File: config.mk
export PLATFORM = sky130hd
export DESIGN_NAME = react_judge_flat
export DESIGN_NICKNAME = d
export VERILOG_FILES = /design/src/rtl/react_judge_if.sv /design/src/rtl/react_judge.sv /design/src/flat_wrapper.sv
export SDC_FILE = /design/constraint.sdc
export NUM_CORES = 1
export LEC_CHECK = 0
export ABC_AREA = 1
export ABC_CLOCK_PERIOD_IN_PS = 4580
export BUFFER_PORTS_ARGS = -buffer_cell sky130_fd_sc_hd__buf_2
export CORE_ASPECT_RATIO = 2
export CORE_UTILIZATION = 37
export DETAILED_ROUTE_END_ITERATION = 12
export PLACE_DENSITY_LB_ADDON = 0.15
export SETUP_SLACK_MARGIN = 0.3
export SYNTH_ARGS = -nofsm -noshare
export SYNTH_HDL_FRONTEND = slang
export SYNTH_SLANG_ARGS = --single-unit
File: constraint.sdc
create_clock -name clk -period 4.58 [get_ports clk]
set_input_delay 0.916 -clock clk [delete_from_list [all_inputs] [get_ports clk]]
set_output_delay 0.916 -clock clk [all_outputs]
set_load 0.01 [all_outputs]
File: src/rtl/react_judge_if.sv
// react_judge_if
//   Bundles the judge's game-side inputs and display-side outputs.
//   Parameters mirror react_judge: N_PLAYER, TIME_W, ROUNDS.
//   Modports:
//     master : drives start/react/rand_done/time_out/act_time, observes results
//     slave  : the judge itself (consumes inputs, drives results)
//   Signals:
//     start, react[N_PLAYER], rand_done, time_out, act_time[TIME_W]   -> judge
//     state[3], timer_clr, foul[N_PLAYER], winner[PID_W],
//     win_time[TIME_W], round_cnt[RND_W], champion[PID_W],
//     best_time[TIME_W]                                              <- judge
interface react_judge_if #(
  parameter int N_PLAYER = 2,
  parameter int TIME_W   = 16,
  parameter int ROUNDS   = 3
);
  localparam int PID_W = (N_PLAYER > 1) ? $clog2(N_PLAYER) : 1;
  localparam int RND_W = $clog2(ROUNDS + 1);

  logic                start;
  logic [N_PLAYER-1:0] react;
  logic                rand_done;
  logic                time_out;
  logic [TIME_W-1:0]   act_time;

  logic [2:0]          state;
  logic                timer_clr;
  logic [N_PLAYER-1:0] foul;
  logic [PID_W-1:0]    winner;
  logic [TIME_W-1:0]   win_time;
  logic [RND_W-1:0]    round_cnt;
  logic [PID_W-1:0]    champion;
  logic [TIME_W-1:0]   best_time;

  modport master (
    output start, react, rand_done, time_out, act_time,
    input  state, timer_clr, foul, winner, win_time, round_cnt, champion, best_time
  );

  modport slave (
    input  start, react, rand_done, time_out, act_time,
    output state, timer_clr, foul, winner, win_time, round_cnt, champion, best_time
  );
endinterface

File: src/rtl/react_judge.sv
// react_judge
//   Multi-player reaction-game judge. Sequences ARM -> WAIT -> ROUND_END/FAIL
//   for N_PLAYER react buttons over ROUNDS rounds, flags false starts and
//   too-fast presses per player, latches the round winner, picks the game
//   champion and (optionally) tracks the best winning time.
//   Ports:
//     clk    : clock, rising edge
//     rst_n  : asynchronous reset, active low
//     bus    : react_judge_if.slave (inputs start/react/rand_done/time_out/
//              act_time; registered outputs state/timer_clr/foul/winner/
//              win_time/round_cnt/champion/best_time)
//   Build option:
//     REACT_BEST_TIME_EN : when defined, best_time is a register updated on
//                          every winning round; otherwise tied to all ones.
module react_judge #(
  parameter int N_PLAYER = 2,
  parameter int TIME_W   = 16,
  parameter int MIN_TIME = 256,
  parameter int ROUNDS   = 3
) (
  input  logic          clk,
  input  logic          rst_n,
  react_judge_if.slave  bus
);
  localparam int PID_W = (N_PLAYER > 1) ? $clog2(N_PLAYER) : 1;
  localparam int RND_W = $clog2(ROUNDS + 1);

  typedef enum logic [2:0] {
    S_IDLE      = 3'b000,
    S_ARM       = 3'b001,
    S_FAIL      = 3'b010,
    S_WAIT      = 3'b011,
    S_ROUND_END = 3'b111,
    S_GAME_END  = 3'b100
  } state_t;

  state_t               state_reg;
  logic                 timer_clr_reg;
  logic [N_PLAYER-1:0]  foul_reg;
  logic [PID_W-1:0]     winner_reg;
  logic [TIME_W-1:0]    win_time_reg;
  logic [RND_W-1:0]     round_cnt_reg;
  logic [PID_W-1:0]     champion_reg;
  logic [N_PLAYER*RND_W-1:0] win_cnt_flat;

  // Per-press classification. In ARM every press is a foul; in WAIT only
  // presses from still-unfouled players count, split by the MIN_TIME limit.
  logic [N_PLAYER-1:0] arm_foul;
  logic [N_PLAYER-1:0] eligible;
  logic [N_PLAYER-1:0] early;
  logic [N_PLAYER-1:0] hit;
  logic [N_PLAYER-1:0] wait_foul;
  logic                too_fast;
  logic [PID_W-1:0]    hit_idx;
  logic [PID_W-1:0]    champ_idx;
  logic [RND_W-1:0]    champ_best;
  logic                new_game;
  logic                win_fire;
  logic                more_rounds;

  assign arm_foul    = foul_reg | bus.react;
  assign eligible    = bus.react & ~foul_reg;
  assign too_fast    = bus.act_time < TIME_W'(MIN_TIME);
  assign early       = too_fast ? eligible : '0;
  assign hit         = too_fast ? '0 : eligible;
  assign wait_foul   = foul_reg | early;
  assign new_game    = bus.start && (state_reg == S_IDLE || state_reg == S_GAME_END);
  // time_out outranks a simultaneous valid hit, so it blocks the win.
  assign win_fire    = (state_reg == S_WAIT) && !bus.time_out && (|hit);
  assign more_rounds = round_cnt_reg < RND_W'(ROUNDS);

  // Lowest index wins: scan downward so the last assignment is the lowest.
  always_comb begin
    hit_idx = '0;
    for (int i = N_PLAYER - 1; i >= 0; i--) begin
      if (hit[i]) hit_idx = PID_W'(i);
    end
  end

  // Strictly-greater compare keeps the lowest index on ties; no wins -> 0.
  always_comb begin
    champ_idx  = '0;
    champ_best = '0;
    for (int i = 0; i < N_PLAYER; i++) begin
      if (win_cnt_flat[i*RND_W +: RND_W] > champ_best) begin
        champ_best = win_cnt_flat[i*RND_W +: RND_W];
        champ_idx  = PID_W'(i);
      end
    end
  end

  // Per-player win counters; at most one increments per round, so they
  // can never exceed ROUNDS.
  for (genvar gi = 0; gi < N_PLAYER; gi++) begin : g_win
    logic [RND_W-1:0] cnt_reg;
    always_ff @(posedge clk or negedge rst_n) begin
      if (!rst_n) begin
        cnt_reg <= '0;
      end else if (new_game) begin
        cnt_reg <= '0;
      end else if (win_fire && hit_idx == PID_W'(gi)) begin
        cnt_reg <= cnt_reg + 1'b1;
      end
    end
    assign win_cnt_flat[gi*RND_W +: RND_W] = cnt_reg;
  end

  always_ff @(posedge clk or negedge rst_n) begin
    if (!rst_n) begin
      state_reg     <= S_IDLE;
      timer_clr_reg <= 1'b0;
      foul_reg      <= '0;
      winner_reg    <= '0;
      win_time_reg  <= '0;
      round_cnt_reg <= '0;
      champion_reg  <= '0;
    end else begin
      timer_clr_reg <= 1'b0;
      unique case (state_reg)
        S_IDLE, S_GAME_END: begin
          if (bus.start) begin
            state_reg     <= S_ARM;
            timer_clr_reg <= 1'b1;
            foul_reg      <= '0;
            round_cnt_reg <= '0;
            winner_reg    <= '0;
            win_time_reg  <= '0;
          end
        end
        S_ARM: begin
          // Presses are folded in before rand_done is considered, so a
          // same-cycle press still counts as a false start.
          foul_reg <= arm_foul;
          if (&arm_foul) begin
            state_reg     <= S_FAIL;
            round_cnt_reg <= round_cnt_reg + 1'b1;
          end else if (bus.rand_done) begin
            state_reg     <= S_WAIT;
            timer_clr_reg <= 1'b1;
          end
        end
        S_WAIT: begin
          foul_reg <= wait_foul;
          if (bus.time_out) begin
            state_reg     <= S_FAIL;
            round_cnt_reg <= round_cnt_reg + 1'b1;
          end else if (|hit) begin
            state_reg     <= S_ROUND_END;
            winner_reg    <= hit_idx;
            win_time_reg  <= bus.act_time;
            round_cnt_reg <= round_cnt_reg + 1'b1;
          end else if (&wait_foul) begin
            state_reg     <= S_FAIL;
            round_cnt_reg <= round_cnt_reg + 1'b1;
          end
        end
        S_FAIL, S_ROUND_END: begin
          if (bus.start) begin
            if (more_rounds) begin
              state_reg     <= S_ARM;
              timer_clr_reg <= 1'b1;
              foul_reg      <= '0;
            end else begin
              state_reg    <= S_GAME_END;
              champion_reg <= champ_idx;
            end
          end
        end
        default: state_reg <= S_IDLE;
      endcase
    end
  end

`ifdef REACT_BEST_TIME_EN
  logic [TIME_W-1:0] best_time_reg;
  always_ff @(posedge clk or negedge rst_n) begin
    if (!rst_n) begin
      best_time_reg <= '1;
    end else if (new_game) begin
      best_time_reg <= '1;
    end else if (win_fire && bus.act_time < best_time_reg) begin
      best_time_reg <= bus.act_time;
    end
  end
  assign bus.best_time = best_time_reg;
`else
  assign bus.best_time = '1;
`endif

  assign bus.state     = state_reg;
  assign bus.timer_clr = timer_clr_reg;
  assign bus.foul      = foul_reg;
  assign bus.winner    = winner_reg;
  assign bus.win_time  = win_time_reg;
  assign bus.round_cnt = round_cnt_reg;
  assign bus.champion  = champion_reg;
endmodule

File: src/flat_wrapper.sv
// flat-port wrapper written by rule: the top's interface ports become plain ports
module react_judge_flat 
#(
  parameter int N_PLAYER = 2,
  parameter int TIME_W   = 16,
  parameter int MIN_TIME = 256,
  parameter int ROUNDS   = 3
)
  (clk, rst_n, bus_start, bus_react, bus_rand_done, bus_time_out, bus_act_time, bus_state, bus_timer_clr, bus_foul, bus_winner, bus_win_time, bus_round_cnt, bus_champion, bus_best_time);
  react_judge_if #(.N_PLAYER(N_PLAYER), .TIME_W(TIME_W), .ROUNDS(ROUNDS)) bus_i ();
  input  logic clk;
  input  logic rst_n;
  input wire logic [$bits(bus_i.start)-1:0] bus_start;
  input wire logic [$bits(bus_i.react)-1:0] bus_react;
  input wire logic [$bits(bus_i.rand_done)-1:0] bus_rand_done;
  input wire logic [$bits(bus_i.time_out)-1:0] bus_time_out;
  input wire logic [$bits(bus_i.act_time)-1:0] bus_act_time;
  output wire logic [$bits(bus_i.state)-1:0] bus_state;
  output wire logic [$bits(bus_i.timer_clr)-1:0] bus_timer_clr;
  output wire logic [$bits(bus_i.foul)-1:0] bus_foul;
  output wire logic [$bits(bus_i.winner)-1:0] bus_winner;
  output wire logic [$bits(bus_i.win_time)-1:0] bus_win_time;
  output wire logic [$bits(bus_i.round_cnt)-1:0] bus_round_cnt;
  output wire logic [$bits(bus_i.champion)-1:0] bus_champion;
  output wire logic [$bits(bus_i.best_time)-1:0] bus_best_time;
  assign bus_i.start = bus_start;
  assign bus_i.react = bus_react;
  assign bus_i.rand_done = bus_rand_done;
  assign bus_i.time_out = bus_time_out;
  assign bus_i.act_time = bus_act_time;
  assign bus_state = bus_i.state;
  assign bus_timer_clr = bus_i.timer_clr;
  assign bus_foul = bus_i.foul;
  assign bus_winner = bus_i.winner;
  assign bus_win_time = bus_i.win_time;
  assign bus_round_cnt = bus_i.round_cnt;
  assign bus_champion = bus_i.champion;
  assign bus_best_time = bus_i.best_time;
  react_judge #(.N_PLAYER(N_PLAYER), .TIME_W(TIME_W), .MIN_TIME(MIN_TIME), .ROUNDS(ROUNDS)) u_core (.clk(clk), .rst_n(rst_n), .bus(bus_i));
endmodule
==> results.toml <==
[synth]
synth_top_area_share_pct = 42.74
syn-cell-area_um2 = 1757
ys_warn_count = 0
synthCells = 219
synth-seq-cells = 30
yosysUniqueCellTypes = 26
synthTopCellsByArea = "dfrtp_1 (43%), nand3_1 (13%), nand2_1 (12%)"
synth_top_cell_by_area = "dfrtp_1"
yosysSeqAreaShare_pct = 42.74
syn_avg_cell_area_um2 = 8.021

[timing]
finalCriticalPeriod_ns = 1.930
clock.fmax_ghz = 0.5181
finalSetupTns_ns = 0
relSlewSlack_pct = 55.09
setup_viol = 0
hold_viol = 0
max_slew.worst_pin.slew_ns = 0.6737
fin_worst_skew_ns = 0.004459
rsz0062_at_grt = "false"
slew_violations = 0
post-route-period-util_pct = 42.15

[worst_setup_path]
end_kind = "flip-flop"
critPathLaunchType = "primary input"
criticalPathCategory = "primary input to flip-flop"
arrival_ns = 2.09
crit_fanout = 21
crit_required_ns = 4.74

[place]
gp_congestion = 0.8265
numPortBuffers = 48
hpwl_mm = 2.751

[global_routing]
gr-total-overflow = 0
grt_usage_pct = 16.36
grt_max_degree = 31
grt_antenna_before_repair = 0
grt_pass1_wl_mm = 6.161
grt_pass1_vias = 1411

[die]
rows = 35
die_x_um = 50.72
ioPinCount = 65
start_util_pct = 38.20
core_area_um2 = 4598
dieArea_um2 = 5044
die_h_um = 99.45

[finish]
multi_input_area_um2 = 842.1
final_nets = 294
seq_area_um2 = 750.7
num_antenna_cells = 0
largest_reg_flops = 16
drive_above_1_share_pct = 26.69
synthToLayoutAreaGrowth_pct = 16.10
nFillCells = 518

[pwr]
cellLeakagePower_nw = 1.203
p_comb_share_pct = 48.5
worst_ir_drop_vdd_mv = 0.4314
pwr-share-clk_pct = 15.9
p_sw_w = 0.0005741
p_int_w = 0.0007355
swShare_pct = 43.84
p_seq_share_pct = 35.6
cellPowerDensity_nw_per_um2 = 642.1
p_total_w = 0.001310

[flow_run]
drv_cap = 0

[drt]
vias = 1513
postRouteAntennaNets = 0
wl_met1_mm = 1.498
met2_length_mm = 1.907
vias_per_cell = 4.713
drt-initial-drc-count = 9
first_pass_iters = 4
wl_per_cell_um = 11.42
drt_wl_total_mm = 3.666
top_layer_used = "met4"
post-route-drc-count = 0
dr_wl_met3_um = 150

[clock_network]
ctsHoldBuffers = 0
cts_buffers = 5
cts_root_buf = "clkbuf_8"
path_clk_slew_ns = 0.06
htreeDepth = 2
clkLatencyLatePin_ns = 0.28
post_cts_resized = 0
cts_setup_buffers = 0
cts.path.max_buffers = 2
cts_tree = "yes"
cts.sinks = 30

[hold_path]
hp-class = "flip-flop to flip-flop"

[outcome]
outcome = "completed"
-- worst max-delay path, stage by stage --
cell and delay [ns]:
buf_2 0.11, nor2_1 0.10, nand2_1 0.07, nor2_2 0.22, nor2_2 0.08, nand2_4 0.21, nand2_4 0.19, nand3_1 0.11
nand2_1 0.07
-- cells in the mapped netlist --
library cell	number
nand2_1	56
nand3_1	45
dfrtp_1	30
nor2_1	19
buf_4	17
inv_1	12
a21oi_1	6
ha_1	4
nand3_2	4
buf_2	3
nand2_2	3
nand2_4	3
buf_6	2
nand4_1	2
nor2_2	2
clkinv_1	1
conb_1	1
inv_4	1
mux2_2	1
nand3b_1	1
nor2_4	1
nor2_8	1
nor3_1	1
o21a_1	1
or2_2	1
xor2_1	1
-- final timing paths --
kind                                                              from                                     end  slack [ns]  cells after the start
min in group asynchronous                                        rst_n      u_core.bus.win_time[0]$_DFFE_PN0P_        0.67                      1
worst min register to register      u_core.bus.win_time[3]$_DFFE_PN0P_      u_core.bus.win_time[3]$_DFFE_PN0P_        0.50                      2
worst min-delay path                u_core.bus.win_time[3]$_DFFE_PN0P_      u_core.bus.win_time[3]$_DFFE_PN0P_        0.50                      2
worst max-delay path                                  bus_act_time[12]      u_core.bus.win_time[8]$_DFFE_PN0P_        2.65                      9
worst max register to register  u_core.g_win[0].cnt_reg[0]$_DFFE_PN0P_         u_core.bus.champion$_DFFE_PN0P_        2.81                      7
max in group asynchronous                                        rst_n  u_core.g_win[0].cnt_reg[0]$_DFFE_PN0P_        3.47                      1
-- layer usage --
metal  up-vias  GRT usage, %
met3         9         3.364
li1        770             -
met4         0         9.402
met1       690         17.87
met5         -             0
met2        44         28.31
-- area by class of cell --
cell class	instances	area share, %
multi-input combinational	168	41.29
timing repair buffer	48	11.78
inverter	14	2.699
sequential	30	36.81
tap	55	3.374
clock buffer	6	4.049
-- kinds of logic (layout without fill, tap and decap cells) --
| logic type | Yosys count | after routing | share of synthesized area, % |
|---|---|---|---|
| AOI/OAI and AO/OA | 7 | 7 | 2.137 |
| xor gates and xnor gates | 1 | 1 | 0.4987 |
| adders and majority gates | 4 | 4 | 2.849 |
| buffers and inverters | 36 | 68 | 12.53 |
| DFF | 30 | 30 | 42.74 |
| muxes | 1 | 1 | 0.6410 |
| other | 1 | 16 | 0.2135 |
| and+or+nand+nor | 139 | 139 | 38.39 |
-- metrics by stage --
stage | cells | utilization (%) | hold slack, ns | cell area, µm² | setup WS (ns)
after detailed placement | 315 | 42.56 | 0.4912 | 1957 | 2.337
after global placement | 315 | 42.56 | 0.4856 | 1957 | 2.351
after floorplan | 234 | - | 0.4687 | 1813 | 2.759
after global routing | 321 | 44.35 | 0.5176 | 2039 | 2.489
final | 321 | 44.35 | 0.4980 | 2039 | 2.650
after CTS | 321 | 44.35 | 0.5066 | 2039 | 2.646
-- layout by cell type (no fill, tap or decap), types with 2 or more instances in the layout --
cell       n
dfrtp_1   30
nand3_1   45
conb_1    16
clkbuf_8   6
nand4_1    2
nand2_4    3
nor2_1    19
nand3_2    4
inv_1     12
buf_2     48
nand2_1   56
nor2_2     2
nand2_2    3
a21oi_1    6
ha_1       4
-- power by group through the flow --
stage / Combinational [W] / Clock, W / Sequential (W)
final: 0.000635 / 0.000208 / 0.000466
after global routing: 0.000732 / 0.000225 / 0.000481
after CTS: 0.000646 / 0.000215 / 0.000468
after detailed placement: 0.000643 / 0 / 0.000473
after global placement: 0.000641 / 0 / 0.000475
after floorplan: 0.000413 / 0 / 0.000519
Power figures use the tool's default switching activity.
